`config.mk`:
```
export PLATFORM = sky130hd
export DESIGN_NAME = reg_file_rename
export DESIGN_NICKNAME = d
export VERILOG_FILES = /design/src/rtl/reg_file_rename_pkg.sv /design/src/rtl/reg_file_rename.sv
export SDC_FILE = /design/constraint.sdc
export NUM_CORES = 2
export LEC_CHECK = 0
export CORE_ASPECT_RATIO = 1.75
export CORE_MARGIN = 2
export CORE_UTILIZATION = 59
export CTS_BUF_LIST = sky130_fd_sc_hd__clkbuf_16
export DETAILED_ROUTE_END_ITERATION = 10
export PLACE_DENSITY_LB_ADDON = 0.2
export SLEW_MARGIN = 10
export SYNTH_ARGS = -nofsm -noshare
export SYNTH_HDL_FRONTEND = slang
export SYNTH_SLANG_ARGS = --single-unit
export TNS_END_PERCENT = 1
```
`constraint.sdc`:
```
create_clock -name clk -period 60.1 [get_ports clk]
set_input_delay 18.03 -clock clk [delete_from_list [all_inputs] [get_ports clk]]
set_output_delay 18.03 -clock clk [all_outputs]
set_load 0.03 [all_outputs]
```
`src/rtl/reg_file_rename_pkg.sv`:
```
// Shared widths and null/boolean constants for the rename register file.
// Imported by the RTL and the bench so both agree on port widths.
package reg_file_rename_pkg;
  localparam int RLEN = 32;  // register data width
  localparam int RIDX = 5;   // architectural register index width
  localparam int RBID = 4;   // ROB tag width

  localparam logic [RLEN-1:0] null32 = 32'd0;
  localparam logic [RBID-1:0] null4  = 4'd0;
  localparam logic [RIDX-1:0] null5  = 5'd0;
  localparam logic            True   = 1'b1;
  localparam logic            False  = 1'b0;
endpackage

```
`src/rtl/reg_file_rename.sv`:
```
// Architectural register file with per-register ROB rename tags.
// Reads return the committed value or the in-flight producer tag, with a commit bypass.
module reg_file_rename
  import reg_file_rename_pkg::*;
#(
  parameter int REG_NUM   = 32,
  parameter int ROB_IDX_W = RBID,
  parameter int XLEN      = RLEN
) (
  input  logic                 clk,
  input  logic                 rst,
  input  logic                 rdy,
  input  logic                 jp_wrong,
  input  logic [RIDX-1:0]      rs1,
  input  logic [RIDX-1:0]      rs2,
  output logic                 rs1_busy,
  output logic                 rs2_busy,
  output logic [XLEN-1:0]      rs1_val,
  output logic [XLEN-1:0]      rs2_val,
  output logic [ROB_IDX_W-1:0] rs1_idx,
  output logic [ROB_IDX_W-1:0] rs2_idx,
  input  logic                 upd_flag,
  input  logic [ROB_IDX_W-1:0] upd_idx,
  input  logic [RIDX-1:0]      upd_rd,
  input  logic                 write_flag,
  input  logic [ROB_IDX_W-1:0] write_idx,
  input  logic [RIDX-1:0]      write_rd,
  input  logic [XLEN-1:0]      new_val
);

  localparam int RDW = 1 + ROB_IDX_W + XLEN;

  logic [XLEN-1:0]      val_q [REG_NUM];
  logic [XLEN-1:0]      val_d [REG_NUM];
  logic [ROB_IDX_W-1:0] tag_q [REG_NUM];
  logic [ROB_IDX_W-1:0] tag_d [REG_NUM];
  logic [REG_NUM-1:0]   busy_q;
  logic [REG_NUM-1:0]   busy_d;
  logic [RDW-1:0]       rd1_s;
  logic [RDW-1:0]       rd2_s;

  // Packs {busy, tag, val}; a matching commit this cycle is forwarded as not-busy.
  function automatic logic [RDW-1:0] read_port(input logic [RIDX-1:0] rs);
    logic [RDW-1:0] r;
    r = '0;
    if (rs == null5) begin
      r = '0;
    end else if (write_flag && (write_rd == rs) && busy_q[rs] && (tag_q[rs] == write_idx)) begin
      r = {False, {ROB_IDX_W{1'b0}}, new_val};
    end else if (busy_q[rs]) begin
      r = {True, tag_q[rs], {XLEN{1'b0}}};
    end else begin
      r = {False, {ROB_IDX_W{1'b0}}, val_q[rs]};
    end
    return r;
  endfunction

  // Combinational read ports
  always_comb begin
    rd1_s = read_port(rs1);
    rd2_s = read_port(rs2);
    {rs1_busy, rs1_idx, rs1_val} = rd1_s;
    {rs2_busy, rs2_idx, rs2_val} = rd2_s;
  end

  // Next-state: flush wipes renames; otherwise commit, then rename (rename wins on same rd)
  always_comb begin
    val_d  = val_q;
    tag_d  = tag_q;
    busy_d = busy_q;
    if (jp_wrong) begin
      busy_d = '0;
      for (int i = 0; i < REG_NUM; i++) begin
        tag_d[i] = null4;
      end
    end else begin
      if (write_flag && (write_rd != null5)) begin
        val_d[write_rd] = new_val;
        if ((tag_q[write_rd] == write_idx) && !(upd_flag && (upd_rd == write_rd))) begin
          busy_d[write_rd] = False;
        end else begin
          busy_d[write_rd] = busy_q[write_rd];
        end
      end else begin
        val_d = val_q;
      end
      if (upd_flag && (upd_rd != null5)) begin
        busy_d[upd_rd] = True;
        tag_d[upd_rd]  = upd_idx;
      end else begin
        tag_d = tag_d;
      end
    end
  end

  // State registers; rdy low freezes everything
  always_ff @(posedge clk or posedge rst) begin
    if (rst) begin
      busy_q <= '0;
      for (int i = 0; i < REG_NUM; i++) begin
        val_q[i] <= null32;
        tag_q[i] <= null4;
      end
    end else if (rdy) begin
      busy_q <= busy_d;
      val_q  <= val_d;
      tag_q  <= tag_d;
    end
  end

endmodule
```
==> key figures <==
Run status
  • Status: completed

Die
  • Die height: 450 µm
  • DIE AREA: between 100000 and 150000 µm²
  • Core area: 113000 µm²
  • Die W: 259 µm
  • Initial core utilization: between 50% and 60%
  • I/O Pins: 140
  • Row count: 163

Power
  • Power Dens Cells: approximately 27 nW/µm²
  • Switching Fraction: 28.0%
  • P_leak: 31.9 nW
  • Peak supply drop: 0.0245 mV
  • Combinational power share: approximately 17%
  • Psw: 0.554 mW
  • Seq pwr share: 46.9%
  • Clock network power share: 36.6%
  • Int Pwr: ~1.4 mW
  • Total Power: 1.98 mW

STA
  • Final min period: 42410 ps
  • RSZ-0062 raised after global routing: no
  • Post-route setup TNS: 0 ps
  • Max-slew violations: 0
  • Final Hold Viols: 0
  • Max Clk Rate: 23.6 MHz
  • Max Clock Skew: 26.1 ps
  • Worst-Margin Slew: approximately 1300 ps
  • Rel. slew slack: ~10%
  • Period utilization: 70.6%
  • Final setup margin: 17690 ps
  • Final setup fails: 0

Drt
  • DRC: 0
  • First-pass DRT Iterations: 7
  • DR iter-0 viols: 5497
  • DR vias: approximately 46k
  • Final wirelength: ~220000 µm
  • Post-DR wirelength/cell: 36.1 µm
  • DRT antenna net count: 0
  • Vias per std cell: between 7 and 8

Cells and area
  • Area delta synth->final: 8.19%
  • Final core utilization: 64.4%
  • Nets: 4584
  • Fillcell total: 8116
  • Layout cells sized above 1: 38.1%
  • Fin area: 72700 µm²

Logic synthesis
  • Yosys top cell area share: 44.1%
  • Library cells used by synthesis: 71
  • Post-synthesis sequential area ratio: 44.1%
  • YS warnings: 0
  • Syn nets: 4769
  • Post-synth EDFFs: 0
  • Prevailing post-synth register cell: dfrtp_1
  • Leading area contributor after synthesis: dfrtp_1
  • Synth top area cells: dfrtp_1 (44%), mux4_2 (20%), mux2_2 (14%)
  • Cell count after synthesis: 4703
  • Syn Std Cell Area: 67200 µm²
  • Post-synthesis async set-or-reset flop share: 100%
  • Yosys reg bits: 1184
  • Commonest cells in the netlist: dfrtp_1 (1184), mux2_2 (814), mux4_2 (607)
  • Syn avg cell area: 14.3 µm²
  • Most frequent cell after synthesis: dfrtp_1

Place
  • DP Area: between 60000 and 70000 µm²
  • Final GP Congestion: ~1.0
  • Port buffer count: 139
  • DPL Wire Length: ~120000 µm
  • Dpl ws: 17730 ps

CTS
  • Clock sinks: 1184
  • Post-CTS Setup Inserts: 0
  • PostCTS Resize Cnt: 0
  • Clock latency on the worst-skew pair: about 750 ps
  • CTS tree: done
  • Clk slew on worst S/H paths: 60 ps
  • Clock Tree Buf Depth: 3
  • Root buf cell: clkbuf_16
  • H-tree depth: 3
  • Inserted Clock Buffers: 110
  • # hold bufs at CTS: 0

Critical path
  • Crit. End Element: primary output
  • CP startpoint: rs1[0]
  • Critical R2R Capture: busy_q[24]
  • Crit path required time: 42070 ps
  • R2R Path Start: tag_q[97]
  • Arr. time, crit path: 24380 ps
  • Worst setup path end: rs1_val[20]
  • Reg2Reg Depth: 7
  • Setup CP Type: primary input to primary output
  • Worst reg2reg setup slack: 56220 ps
  • Crit Path Max Fanout: 72
  • CP startpoint kind: primary input

Global routing
  • First-pass GRT wire length: 325000 µm
  • GRT Resource Usage Total: 38.5%
  • Global route total overflow: 0
  • Vias in the first global route: 46.9k
  • Largest net degree at the start of global routing: between 100 and 150
  • Initial antenna violation count: 12

Flow run
  • Max-cap viol count: 0

Worst hold path
  • Hold WC Path Type: flip-flop to flip-flop
-- placed cells by master (no fill, tap or decap), drive strengths merged, types with 7 or more instances in the layout --
| cell | Yosys | final |
|---|---|---|
| a211oi | 59 | 59 |
| a21oi | 105 | 105 |
| a221oi | 33 | 33 |
| a22oi | 26 | 26 |
| a31oi | 11 | 11 |
| a41o | 32 | 32 |
| a41oi | 7 | 7 |
| and2 | 20 | 20 |
| and3 | 7 | 7 |
| buf | 233 | 119 |
| bufinv | 0 | 15 |
| clkbuf | 309 | 113 |
| clkdlybuf4s50 | 0 | 125 |
| clkinv | 1 | 44 |
| dfrtp | 1184 | 1184 |
| diode | 0 | 10 |
| inv | 6 | 31 |
| mux2 | 1031 | 1031 |
| mux2i | 283 | 283 |
| mux4 | 607 | 607 |
| nand2 | 74 | 74 |
| nand2b | 36 | 36 |
| nand3 | 20 | 20 |
| nand3b | 9 | 9 |
| nand4 | 12 | 12 |
| nor2 | 153 | 153 |
| nor2b | 13 | 13 |
| nor3 | 17 | 17 |
| nor3b | 11 | 11 |
| o211ai | 30 | 30 |
| o21ai | 33 | 33 |
| o221ai | 36 | 36 |
| o22ai | 45 | 45 |
| o2bb2ai | 158 | 158 |
| o31ai | 13 | 13 |
| xnor2 | 12 | 12 |
| xor2 | 11 | 11 |
-- metrics by stage --
stage	hold WS [ps]	instances
finish	400	6102
global route	410	6093
CTS	398	6092
detailed placement	384	5891
global placement	376	5891
floorplan	441	4703
-- routing by layer --
metal | global-route usage (%) | up-vias | part of all wire [%]
li1 | - | 18000 | -
met1 | 49.7 | 24400 | 36
met2 | 59.2 | 2690 | 47
met3 | 9.32 | 783 | 9.1
met4 | 23.4 | 10 | 7.1
met5 | 0 | - | 0.031
-- kinds of logic (layout without fill, tap and decap cells) --
kind of cell	after synthesis	after routing	share of synthesized area [%]
xor gates and xnor gates	23	23	0.300
AOI/OAI and AO/OA	623	623	7.02
muxes	1921	1921	41.9
other	0	10	0
DFF	1184	1184	44.1
and+or+nand+nor	403	403	2.98
buffers and inverters	549	453	3.73
-- state kept, by name, summed over array words and instances (netlist names) --
| signal | flops |
|---|---|
| val_q | 1024 |
| tag_q | 128 |
| busy_q | 32 |
-- worst max-delay path, stage by stage --
cell	delay [ps]
buf_8	540
buf_4	770
buf_4	810
buf_4	790
buf_4	780
mux4_2	590
mux2_2	280
a221oi_1	310
a211oi_1	140
a41o_1	310
clkdlybuf4s50_1	610
-- cell type report --
cell class | count | area, µm² | area share [%]
antenna | 10 | 25.0 | 0.0344
sequential | 1184 | 29600 | 40.8
inverter | 7 | 36.3 | 0.0499
clock inverter | 89 | 812 | 1.12
tap | 1485 | 1860 | 2.56
timing repair buffer | 245 | 2200 | 3.03
multi-input combinational | 2970 | 35300 | 48.6
clock buffer | 112 | 2800 | 3.86
-- power by group through the flow --
stage / registers [mW] / logic (mW) / clock network (mW)
2_1_floorplan: 0.920 / 0.240 / 0
3_3_place_gp: 0.935 / 0.317 / 0
3_5_place_dp: 0.940 / 0.322 / 0
4_1_cts: 0.925 / 0.323 / 0.730
5_1_grt: 0.936 / 0.347 / 0.763
6_report: 0.929 / 0.328 / 0.725
-- worst min path at each step --
stage / cells past startpoint / from / endpoint / slack [ps]
5_1_grt: 0 / val_q[997] / val_q[997] / 410
3_5_place_dp: 0 / val_q[1003] / val_q[1003] / 380
6_report: 0 / val_q[1003] / val_q[1003] / 400
3_3_place_gp: 0 / val_q[1018] / val_q[1018] / 380
4_1_cts: 0 / val_q[1003] / val_q[1003] / 400
2_1_floorplan: 1 / val_q[1003] / val_q[1003] / 440
Power figures use the tool's default switching activity.
